File: config.mk
export PLATFORM = sky130hd
export DESIGN_NAME = button_conditioner
export DESIGN_NICKNAME = d
export VERILOG_FILES = /design/src/rtl/button_conditioner.sv
export SDC_FILE = /design/constraint.sdc
export NUM_CORES = 1
export LEC_CHECK = 0
export ABC_AREA = 1
export CAP_MARGIN = 30
export CORE_AREA = 2 2 225 227
export DETAILED_ROUTE_END_ITERATION = 16
export DIE_AREA = 0 0 227 229
export PLACE_DENSITY = 0.8
export REMOVE_ABC_BUFFERS = 1
export SYNTH_ARGS = -nofsm -noshare
export SYNTH_HDL_FRONTEND = slang
export SYNTH_SLANG_ARGS = --single-unit
export TNS_END_PERCENT = 20
File: constraint.sdc
create_clock -name clk -period 6.3 [get_ports clk]
set_input_delay 1.26 -clock clk [delete_from_list [all_inputs] [get_ports clk]]
set_output_delay 1.26 -clock clk [all_outputs]
set_load 0.01 [all_outputs]
File: src/rtl/button_conditioner.sv
// ------------------------------------------------------------------------------
// button_conditioner: per-channel sync, majority debounce, release/lockout, auto-repeat
// Rev 1.0
// ------------------------------------------------------------------------------
`default_nettype none

module button_conditioner #(
  parameter int                NUM_CH        = 4,
  parameter int                WINDOW        = 700,
  parameter int                THRESH        = 500,
  parameter int                RELEASE       = 64,
  parameter int                LOCKOUT       = 4500000,
  parameter int                REPEAT_DELAY  = 25000000,
  parameter int                REPEAT_PERIOD = 5000000,
  parameter logic [NUM_CH-1:0] ACTIVE_LOW    = NUM_CH'(1)
) (
  input  logic              clk,
  input  logic              resetN,
  input  logic [NUM_CH-1:0] raw_in,
  input  logic [NUM_CH-1:0] repeat_en,
  output logic [NUM_CH-1:0] press_pulse,
  output logic [NUM_CH-1:0] press_level,
  output logic              any_press
);

  localparam int WIN_W     = $clog2(WINDOW + 1);
  localparam int REL_W     = $clog2(RELEASE + 1);
  localparam int LOCK_W    = (LOCKOUT > 0) ? $clog2(LOCKOUT + 1) : 1;
  localparam int LOCK_LAST = (LOCKOUT > 0) ? LOCKOUT - 1 : 0;
  localparam int HOLD_W    = (REPEAT_DELAY > 0) ? $clog2(REPEAT_DELAY + 1) : 1;
  localparam int PER_W     = $clog2(REPEAT_PERIOD + 1);

  typedef enum logic [1:0] {
    IDLE   = 2'd0,
    SAMPLE = 2'd1,
    HELD   = 2'd2,
    LOCK   = 2'd3
  } state_t;

  logic [NUM_CH-1:0] sync1_q;
  logic [NUM_CH-1:0] sync2_q;
  logic [NUM_CH-1:0] act;

  // Sync flops reset to each pin's inactive level so act starts at 0.
  always_ff @(posedge clk or negedge resetN) begin
    if (!resetN) begin
      sync1_q <= ACTIVE_LOW;
      sync2_q <= ACTIVE_LOW;
    end else begin
      sync1_q <= raw_in;
      sync2_q <= sync1_q;
    end
  end

  assign act = sync2_q ^ ACTIVE_LOW;

  for (genvar i = 0; i < NUM_CH; i++) begin : g_ch
    state_t            state_q, state_d;
    logic [WIN_W-1:0]  win_q, win_d;
    logic [WIN_W-1:0]  hit_q, hit_d;
    logic [WIN_W-1:0]  hit_next;
    logic [REL_W-1:0]  rel_q, rel_d;
    logic [LOCK_W-1:0] lock_q, lock_d;
    logic [HOLD_W-1:0] hold_q, hold_d;
    logic [PER_W-1:0]  per_q, per_d;
    logic              pulse_q, pulse_d;
    logic              level_q, level_d;
    logic              rpt_due;

    always_ff @(posedge clk or negedge resetN) begin
      if (!resetN) begin
        state_q <= IDLE;
        win_q   <= '0;
        hit_q   <= '0;
        rel_q   <= '0;
        lock_q  <= '0;
        hold_q  <= '0;
        per_q   <= '0;
        pulse_q <= 1'b0;
        level_q <= 1'b0;
      end else begin
        state_q <= state_d;
        win_q   <= win_d;
        hit_q   <= hit_d;
        rel_q   <= rel_d;
        lock_q  <= lock_d;
        hold_q  <= hold_d;
        per_q   <= per_d;
        pulse_q <= pulse_d;
        level_q <= level_d;
      end
    end

    always_comb begin
      state_d  = state_q;
      win_d    = win_q;
      hit_d    = hit_q;
      rel_d    = rel_q;
      lock_d   = lock_q;
      hold_d   = hold_q;
      per_d    = per_q;
      pulse_d  = 1'b0;
      level_d  = level_q;
      rpt_due  = 1'b0;
      hit_next = hit_q + WIN_W'(act[i]);
      unique case (state_q)
        IDLE: begin
          if (act[i]) begin
            state_d = SAMPLE;
            win_d   = WIN_W'(1);
            hit_d   = WIN_W'(1);
          end
        end
        SAMPLE: begin
          win_d = win_q + WIN_W'(1);
          hit_d = hit_next;
          // This cycle's sample is the last one of the window.
          if (win_q == WIN_W'(WINDOW - 1)) begin
            win_d = '0;
            hit_d = '0;
            if (hit_next >= WIN_W'(THRESH)) begin
              state_d = HELD;
              pulse_d = 1'b1;
              level_d = 1'b1;
              rel_d   = '0;
              hold_d  = '0;
              per_d   = '0;
            end else begin
              state_d = IDLE;
            end
          end
        end
        HELD: begin
          if (!repeat_en[i]) begin
            hold_d = '0;
            per_d  = '0;
          end else if (hold_q != HOLD_W'(REPEAT_DELAY)) begin
            hold_d  = hold_q + HOLD_W'(1);
            rpt_due = (hold_d == HOLD_W'(REPEAT_DELAY));
          end else if (per_q == PER_W'(REPEAT_PERIOD - 1)) begin
            per_d   = '0;
            rpt_due = 1'b1;
          end else begin
            per_d = per_q + PER_W'(1);
          end
          if (act[i]) begin
            rel_d = '0;
          end else if (rel_q == REL_W'(RELEASE - 1)) begin
            // Release takes priority over a repeat falling on the same cycle.
            rel_d   = '0;
            level_d = 1'b0;
            rpt_due = 1'b0;
            hold_d  = '0;
            per_d   = '0;
            lock_d  = '0;
            state_d = (LOCKOUT == 0) ? IDLE : LOCK;
          end else begin
            rel_d = rel_q + REL_W'(1);
          end
          pulse_d = rpt_due;
        end
        LOCK: begin
          if (lock_q == LOCK_W'(LOCK_LAST)) begin
            lock_d  = '0;
            state_d = IDLE;
          end else begin
            lock_d = lock_q + LOCK_W'(1);
          end
        end
        default: state_d = IDLE;
      endcase
    end

    assign press_pulse[i] = pulse_q;
    assign press_level[i] = level_q;
  end

  assign any_press = |press_pulse;

endmodule

`default_nettype wire

==> results.yml, run 1 <==
logic_synthesis:
  synthFlopType: "dfrtp_1"
  synth_seq_area_share_pct: 36.1
  ys_ff_latch: 416
  yosysUniqueCellTypes: 63
  syn_avg_cell_area_um2: 6.84
  syn-cell-area_um2: 28800
  ys_async_sr_fraction_pct: 100
  yosys_warnings: 0
  synth_edf_count: 0
  synth_cells: 4215
cts:
  cts_tree: "done"
  cts_repair_resize_count: 0
  cts_inserted_buffers: 47
  clk_latency_ns: 0.59
  clock_tree.root_cell: "clkbuf_16"
  clock_path_buffers: 3
  htree_levels: 2
  cts.sinks: 416
  cts-hold-fix-buffers: 0
  clkTransAtPathRegs_ns: 0.06
  cts_setup_buffers: 0
critical_path:
  cp-start-kind: "flop"
  crit_arrival_ns: 5.02
  critPathTopFamily: "buffers and inverters"
  crit_buf_inv: 4
  endpoint_kind: "flop"
  crit_type: "flop to flop"
  crit_fanout: 57
  required_ns: 6.73
  cp_cell_sequence: "clkinv_1 > ha_1 > ha_1 > nand2_1 > nor3_2 > inv_1 > o21ai_0 > and2_1 > nand4_1 > nand3_1 > nand3_2 > buf_4 > inv_2 > nand2_1 > o21ai_0"
  crit_slowest_cell: "dfstp_2"
  slowest_delay_ns: 0.97
sta:
  rsz0062_at_grt: "no"
  fmax_mhz: 218
  setup_tns_ns: 0
  timing.final.crit_share_pct: 72.9
  clock_skew_ns: 0.0129
  setup_violations: 0
  hold_viol: 0
  relSlewSlack_pct: 38.2
  min_period_ns: 4.60
  worst_pin_slew_ns: 0.926
  drv_slew: 0
global_routing:
  grt_antenna_before_repair: 0
  first_global_vias: 25756
  grt_overflow_total: 0
  grt_first_pass_wirelength_um: 122000
  grt_usage_pct: 27.6
  grt_max_degree: 114
routing:
  routedWlPerCell_um: 14.7
  drt_first_pass_iters: 6
  drtIter0Drc: 2583
  route.detailed.drc: 0
  ant_nets: 0
  via_per_inst: 5.74
  drt_wl_total_um: 71400
  vias: 27820
final_layout:
  area_growth_pct: 7.37
  final_common_cell: "nand2_1"
  drive_above_1_share_pct: 4.58
  fin_nets: 4200
  final_cell_mix: "nand2_1 (1,080), inv_1 (490), nor2_1 (434)"
  n_antenna_cell: 0
placement:
  hpwl_um: 47600
  port_buffers: 18
  gp_congestion: 0.982
pwr:
  p_per_area_nw_per_um2: 225
  finalPower_mw: 6.96
  leakage_nw: 14.4
  ir_drop_mv: 0.194
floorplan:
  die_area_um2: 52000
  io-pin-count: 19
  rows: 82
  start_util_pct: 58.1
  fp.coreArea_um2: 49700
  die_w_um: 227
  die_y_um: 229
worst_hold_path:
  hold_path_class: "flop to flop"
run:
  maxCapViolations: 0
run_status:
  status: "completed"
[Yosys cell counts (all sizes together), types with 12 or more instances]
library cell	n	area share [%]
nand2	1087	14
inv	501	6.5
nor2	456	6.2
dfrtp	414	36
nand3	385	6.9
o21ai	262	4.7
a21oi	209	3.6
nor3	135	2.5
xor2	125	3.8
nand4	115	2.6
clkbuf	94	1.2
buf	74	1.6
o211ai	61	1.6
nor4	51	1.2
ha	49	2.1
o22ai	33	0.72
a2111oi	26	0.79
o2111ai	19	0.58
a211oi	15	0.39
nand3b	15	0.39
a31oi	12	0.26
nor3b	12	0.31
[cell type report]
class                      count  area, um2
multi-input combinational   3125      15700
tap                          672        841
inverter                     506       1910
timing repair buffer          45        518
sequential                   416      10400
clock inverter                16        179
clock buffer                  65       1380
fill                        4613      18700
[per-stage QoR]
step | worst slack, ns | hold WS [ns] | std cells | util (%) | cell area [um2]
after floorplan | 2.40 | 0.331 | 4047 | - | 28000
after global placement | 1.92 | 0.335 | 4758 | 58.9 | 29300
after detailed placement | 1.73 | 0.340 | 4762 | 59.1 | 29300
after CTS | 1.72 | 0.353 | 4843 | 62.2 | 30900
after global routing | 1.31 | 0.360 | 4845 | 62.3 | 31000
final | 1.70 | 0.355 | 4845 | 62.3 | 31000
[path summary, 6_finish.rpt]
| kind | from | to | slack [ns] | cells past startpoint |
|---|---|---|---|---|
| min in group asynchronous | resetN | g_ch[1].rel_q[2]$_DFFE_PN0P_ | 0.68 | 1 |
| max | sync2_q[0]$_DFF_PN1_ | g_ch[0].hold_q[11]$_DFFE_PN0P_ | 1.70 | 15 |
| min | sync1_q[1]$_DFF_PN0_ | sync2_q[1]$_DFF_PN0_ | 0.35 | 0 |
| max in group asynchronous | resetN | g_ch[2].per_q[6]$_DFFE_PN0P_ | 4.41 | 2 |
| min reg2reg | sync1_q[1]$_DFF_PN0_ | sync2_q[1]$_DFF_PN0_ | 0.35 | 0 |
| max reg2reg | sync2_q[0]$_DFF_PN1_ | g_ch[0].hold_q[11]$_DFFE_PN0P_ | 1.70 | 15 |
[cell families (layout without fill, tap and decap cells)]
group | count (synthesis) | after routing | share of synthesized area [%]
simple gates | 2272 | 2272 | 34.7
flops | 416 | 416 | 36.1
mux | 1 | 1 | 0.0347
xor+xnor | 131 | 131 | 3.98
compound gates | 672 | 672 | 13.7
fa+ha+maj | 49 | 49 | 2.13
buf+inv | 674 | 632 | 9.42
[metal layers]
| metal | global-route usage [%] | part of all wire [%] | vias up |
|---|---|---|---|
| met5 | 0 | 0 | - |
| met4 | 7.52 | 2.1 | 0 |
| met3 | 3.62 | 5.2 | 122 |
| met2 | 45.1 | 47 | 828 |
| met1 | 38.5 | 46 | 13001 |
| li1 | - | - | 13869 |
[sequential cells by signal, summed over array words and instances (netlist names), named ones only]
| register | count |
|---|---|
| g_ch.hit_q | 40 |
| g_ch.win_q | 40 |
| g_ch.pulse_q | 4 |
| sync1_q | 4 |
| g_ch.rel_q | 28 |
| g_ch.per_q | 92 |
| sync2_q | 4 |
| g_ch.level_q | 4 |
| g_ch.state_q | 4 |
| g_ch.hold_q | 100 |
| g_ch.lock_q | 92 |
[power by group]
part	switching (mW)	internal (mW)
combinational	0.795	0.341
clock	1.16	1.65
sequential	0.176	2.84
Note: power is estimated with default switching activity, not from simulation.
==> run 2: changes to the inputs <==
==> constraint.sdc (replaced) <==
create_clock -name clk -period 4.8 [get_ports clk]
set_input_delay 0.96 -clock clk [delete_from_list [all_inputs] [get_ports clk]]
set_output_delay 0.96 -clock clk [all_outputs]
set_load 0.01 [all_outputs]
==> run 2 against run 1 <==
Compared with the run above: utilization up 0.37 points; first-iteration DRC count shrank 9.3%; critical path depth is the same; non-clock buffer count up 5; flip-flop and latch count unchanged; sequential share of layout area shrank 0.20 points; register-to-register slack got worse by 0.47 ns; critical path type unchanged.
==> results.yml, run 2 (same netlist as run 1, synthesis figures left out) <==
cts:
  clk_latency_ns: 0.60
  clkTransAtPathRegs_ns: 0.06
  cts_repair_resize_count: 0
  cts-hold-fix-buffers: 0
  cts_inserted_buffers: 48
  cts_setup_buffers: 0
  clock_tree.root_cell: "clkbuf_16"
  htree_levels: 2
  clock_path_buffers: 3
  cts.sinks: 416
  cts_tree: "done"
final_layout:
  n_fill_cell: 4567
  largestRegisters: "g_ch.hold_q x100, g_ch.lock_q x92, g_ch.per_q x92"
  drive_above_1_share_pct: 4.78
  largest_reg_flops: 100
  finalNonFillerCells: 4856
  area_growth_pct: 8.00
  n_antenna_cell: 0
  multiInputGateArea_um2: 15700
  regArea_um2: 10400
  max_flop_register: "g_ch.hold_q"
  final_cell_mix: "nand2_1 (1,080), inv_1 (490), nor2_1 (434)"
  final_common_cell: "nand2_1"
  fin_nets: 4206
  final_core_util_pct: 62.7
  stdcell_area_um2: 31100
sta:
  clock_skew_ns: 0.0175
  timing.final.crit_share_pct: 74.2
  rsz0062_at_grt: "no"
  setup_violations: 0
  worst_slack_ns: 1.24
  hold_viol: 0
  min_period_ns: 3.56
  fmax_mhz: 281
  worst_pin_slew_ns: 0.921
  relSlewSlack_pct: 38.5
  hold_slack_ns: 0.351
  drv_slew: 0
  setup_tns_ns: 0
global_routing:
  grt_antenna_before_repair: 0
  grt_max_degree: 109
  grt_usage_pct: 27.5
  grt_overflow_total: 0
  grt_first_pass_wirelength_um: 122000
  first_global_vias: 25794
routing:
  via_per_inst: 5.73
  drtIter0Drc: 2344
  drt_wl_total_um: 70700
  ant_nets: 0
  route.detailed.drc: 0
  routedWlPerCell_um: 14.6
  vias: 27827
  drt_first_pass_iters: 8
critical_path:
  ff2ff_setup_slack_ns: 1.24
  crit_arrival_ns: 4.09
  endpoint_kind: "flop"
  crit_fanout: 53
  crit_type: "flop to flop"
  required_ns: 5.32
  cp-start-kind: "flop"
floorplan:
  io-pin-count: 19
  die_area_um2: 52000
  die_w_um: 227
  rows: 82
  fp.coreArea_um2: 49700
  die_y_um: 229
  start_util_pct: 58.1
placement:
  pre_cts_slack_ns: 1.27
  place_area_um2: 29400
  dp.cells: 4769
  port_buffers: 18
  gp_congestion: 0.967
  hpwl_um: 47900
run:
  maxCapViolations: 0
pwr:
  p_per_area_nw_per_um2: 305
  ir_drop_mv: 0.245
  leakage_nw: 14.5
  finalPower_mw: 9.50
run_status:
  status: "completed"
worst_hold_path:
  hold_path_class: "flop to flop"
==> run 2: area by class of cell <==
cell class	instances	area share, %
Sequential cell	416	33.4
Timing Repair Buffer	50	1.66
Tap cell	672	2.70
Inverter	506	6.12
Clock inverter	23	1.21
Clock buffer	64	4.41
Multi-Input combinational cell	3125	50.5
==> run 2: worst paths after layout <==
path,startpoint,to,depth (start not counted)
max,sync2_q[0]$_DFF_PN1_,g_ch[0].per_q[20]$_DFFE_PN0P_,15
min,sync1_q[2]$_DFF_PN0_,sync2_q[2]$_DFF_PN0_,0
max reg2reg,sync2_q[0]$_DFF_PN1_,g_ch[0].per_q[20]$_DFFE_PN0P_,15
min reg2reg,sync1_q[2]$_DFF_PN0_,sync2_q[2]$_DFF_PN0_,0
max in group asynchronous,resetN,g_ch[2].per_q[0]$_DFFE_PN0P_,2
min in group asynchronous,resetN,g_ch[1].hit_q[7]$_DFFE_PN0P_,1
==> run 2: metal layers <==
layer / up-vias / GRT usage (%) / wire length, um
met5: - / 0 / 0
met4: 0 / 8.29 / 1480
met3: 118 / 2.87 / 3840
met2: 870 / 44.8 / 32800
met1: 12971 / 38.7 / 32600
li1: 13868 / - / -
==> run 2: worst max-delay path, cell delays in order (launching register included) <==
cell      delay [ns]
dfstp_2         0.52
buf_4           0.37
clkinv_1        0.11
buf_4           0.23
ha_1            0.24
ha_1            0.20
nand2_1         0.13
nor2_1          0.06
xor2_1          0.15
nor2_1          0.11
nand4_1         0.13
nand3_1         0.13
nand3_2         0.09
inv_2           0.68
nand3_1         0.19
nand2_1         0.12
==> run 2: report_power, final <==
group | switching (mW) | leakage, nW | total (mW) | internal, mW
combinational | 1.05 | 8.46 | 1.49 | 0.444
clock | 1.52 | 0.853 | 4.06 | 2.54
sequential | 0.225 | 5.20 | 3.95 | 3.73
total | 2.79 | 14.5 | 9.50 | 6.71
==> RTL edit, RTL diff (flow settings as in run 2) <==
The parameter `RELEASE` goes from 64 to 128.
--- a/src/rtl/button_conditioner.sv
+++ b/src/rtl/button_conditioner.sv
@@ -8,7 +8,7 @@
   parameter int                NUM_CH        = 4,
   parameter int                WINDOW        = 700,
   parameter int                THRESH        = 500,
-  parameter int                RELEASE       = 64,
+  parameter int                RELEASE       = 128,
   parameter int                LOCKOUT       = 4500000,
   parameter int                REPEAT_DELAY  = 25000000,
   parameter int                REPEAT_PERIOD = 5000000,
Check against the original RTL: no difference found for any inputs over 4 cycles, from zero or initial values and one cycle with resetN low; that may be too few to reach the edited logic, so the function may still have changed.
==> RTL edit against run 2 <==
Wire length is 2.2% higher. Combinational power increased by 14%. Design area increased by 0.49%. Sequential cell count up 4. Synthesized cell count is 2.0% higher. Synthesized area rose by 0.93%. Power rose by 2.0%. Clock power decreased by 4%. Critical path depth shrank 2. Hold slack better by 0.0066 ns. Worst setup slack lost 0.15 ns. Die area did not move. Highest routed layer unchanged.
==> RTL edit: results (changes against run 2) <==
stage,metric,value,unit,change
worst_setup_path,crit_fanout,61,,was 53
global_route,grt_pass1_wl,124100,um,was 121800 um
route,via_per_inst,5.730,,about the same
worst_setup_path,cp_data_arrival_time,4.12,ns,was 4.09 ns
synth,ys_top_cells_by_count,"nand2_1 (1090), inv_1 (504), nor2_1 (430)",,"was nand2_1 (1080), inv_1 (490), nor2_1 (434)"
global_route,grt_pass1_vias,26390,,was 25790
power_and_ir_drop,p_leak,14.10,nW,was 14.52 nW
timing,fin_worst_hold_slack,0.3580,ns,was 0.3514 ns
cts,cts_inserted_buffers,49,,was 48
synth,ys.flop_type,dfrtp_1,,unchanged
worst_setup_path,max_stage_delay,0.91,ns,was 0.68 ns
cts,clkTransAtPathRegs,0.06,ns,about the same
finish,drive_gt1_share,4.036,%,was 4.780%
synth,synth_cell_types,59,,was 63
global_route,antenna_found_initial,1,,was 0
status,status,"complete, no violations",,unchanged
synth,ys_seq_area_share,36.13,%,was 36.12%
place,place.detailed.hpwl,49090,um,was 47910 um
route,wl_per_cell,14.65,um,was 14.56 um
timing,setup_slack,1.089,ns,was 1.236 ns
timing,slew-limit-headroom,34.19,%,was 38.48%
route,dr.first_iter.drc_count,2565,,was 2344
global_route,grt_max_degree,94,,was 109
worst_setup_path,reg2reg_depth,13,,was 15
timing,fin_skew,0.01383,ns,was 0.01752 ns
power_and_ir_drop,vdd_drop_max,268.0,uV,was 244.7 uV
finish,finalNetCount,4287,,was 4206
synth,synthTopCellsByArea,"dfrtp_1 (36%), nand2_1 (14%), nand3_1 (7.3%)",,"was dfrtp_1 (36%), nand2_1 (14%), nand3_1 (6.5%)"
worst_setup_path,worstReg2RegEnd,g_ch[0].hold_q[15]$_DFFE_PN0P_,,was g_ch[0].per_q[20]$_DFFE_PN0P_
global_route,track_usage,27.99,%,was 27.50%
place,gp_congestion,0.9709,,was 0.9667
[RTL edit: cell types whose count changed in the layout (fill, tap and decap cells not counted), moves of 6 or more]
cell and change:
a21oi_1 +8, nand2_1 +10, nand3_1 +47, clkbuf_1 +6, buf_4 +8, nor2_2 -9, o21ai_0 +63, xor2_1 -20
inv_1 +14, nor3_1 +15, o21ai_1 -27, o22ai_1 -10
[RTL edit: cell type report]
class                      instances  area [um2]
timing repair buffer              56       540.5
sequential                       420       10510
clock inverter                    12       219.0
tap                              672       840.8
fill                            4640       18370
inverter                         519        1949
clock buffer                      73        1436
multi-input combinational       3182       15790
[RTL edit: logic make-up (layout without fill, tap and decap cells)]
| kind of cell | count (synthesis) | in the layout | share of synthesized area (%) |
|---|---|---|---|
| flip-flops | 420 | 420 | 36.13 |
| AO/OA/AOI/OAI | 702 | 702 | 13.92 |
| adder cells (fa/ha/maj) | 49 | 49 | 2.107 |
| AND/OR/NAND/NOR | 2317 | 2317 | 34.78 |
| XOR/XNOR | 114 | 114 | 3.432 |
| buffers and inverters | 699 | 660 | 9.628 |
[RTL edit: routing by layer]
layer | vias up | track usage [%] | part of all wire [%]
li1 | 14150 | - | -
met3 | 140 | 4.015 | 5.6
met5 | - | 0 | 0
met4 | 0 | 7.700 | 2.1
met1 | 13140 | 38.87 | 46
met2 | 838 | 45.73 | 46
[RTL edit: how the worst min path moves through the flow]
stage / from / endpoint / depth (start not counted)
4_1_cts: sync1_q[3]$_DFF_PN0_ / sync2_q[3]$_DFF_PN0_ / 0
3_5_place_dp: sync1_q[3]$_DFF_PN0_ / sync2_q[3]$_DFF_PN0_ / 0
6_report: sync1_q[3]$_DFF_PN0_ / sync2_q[3]$_DFF_PN0_ / 0
3_3_place_gp: sync1_q[3]$_DFF_PN0_ / sync2_q[3]$_DFF_PN0_ / 0
5_1_grt: sync1_q[3]$_DFF_PN0_ / sync2_q[3]$_DFF_PN0_ / 0
2_1_floorplan: sync1_q[1]$_DFF_PN0_ / sync2_q[1]$_DFF_PN0_ / 0
[RTL edit: worst reg2reg max path: cells and delay by family, from the launching register on]
kind                       cells  cell delay, ns
AOI/OAI and AO/OA              1            0.24
buffers and inverters          3            1.15
xor gates and xnor gates       1            0.16
and+or+nand+nor                6            1.00
adders and majority gates      2            0.47
DFF                            1            0.52
[RTL edit: through the flow]
stage          total power [mW]  instances
2_1_floorplan             5.259       4121
3_3_place_gp              5.798       4848
3_5_place_dp              5.842       4849
4_1_cts                   9.755       4934
5_1_grt                   10.18       4934
6_report                  9.688       4934
[RTL edit: power by group through the flow]
stage	Clock [mW]	Combinational, mW	Sequential, mW
after global placement	0	1.66	4.14
after global routing	4.11	1.94	4.14
after detailed placement	0	1.70	4.15
final	3.89	1.70	4.10
after floorplan	0	1.19	4.07
after CTS	3.96	1.71	4.09
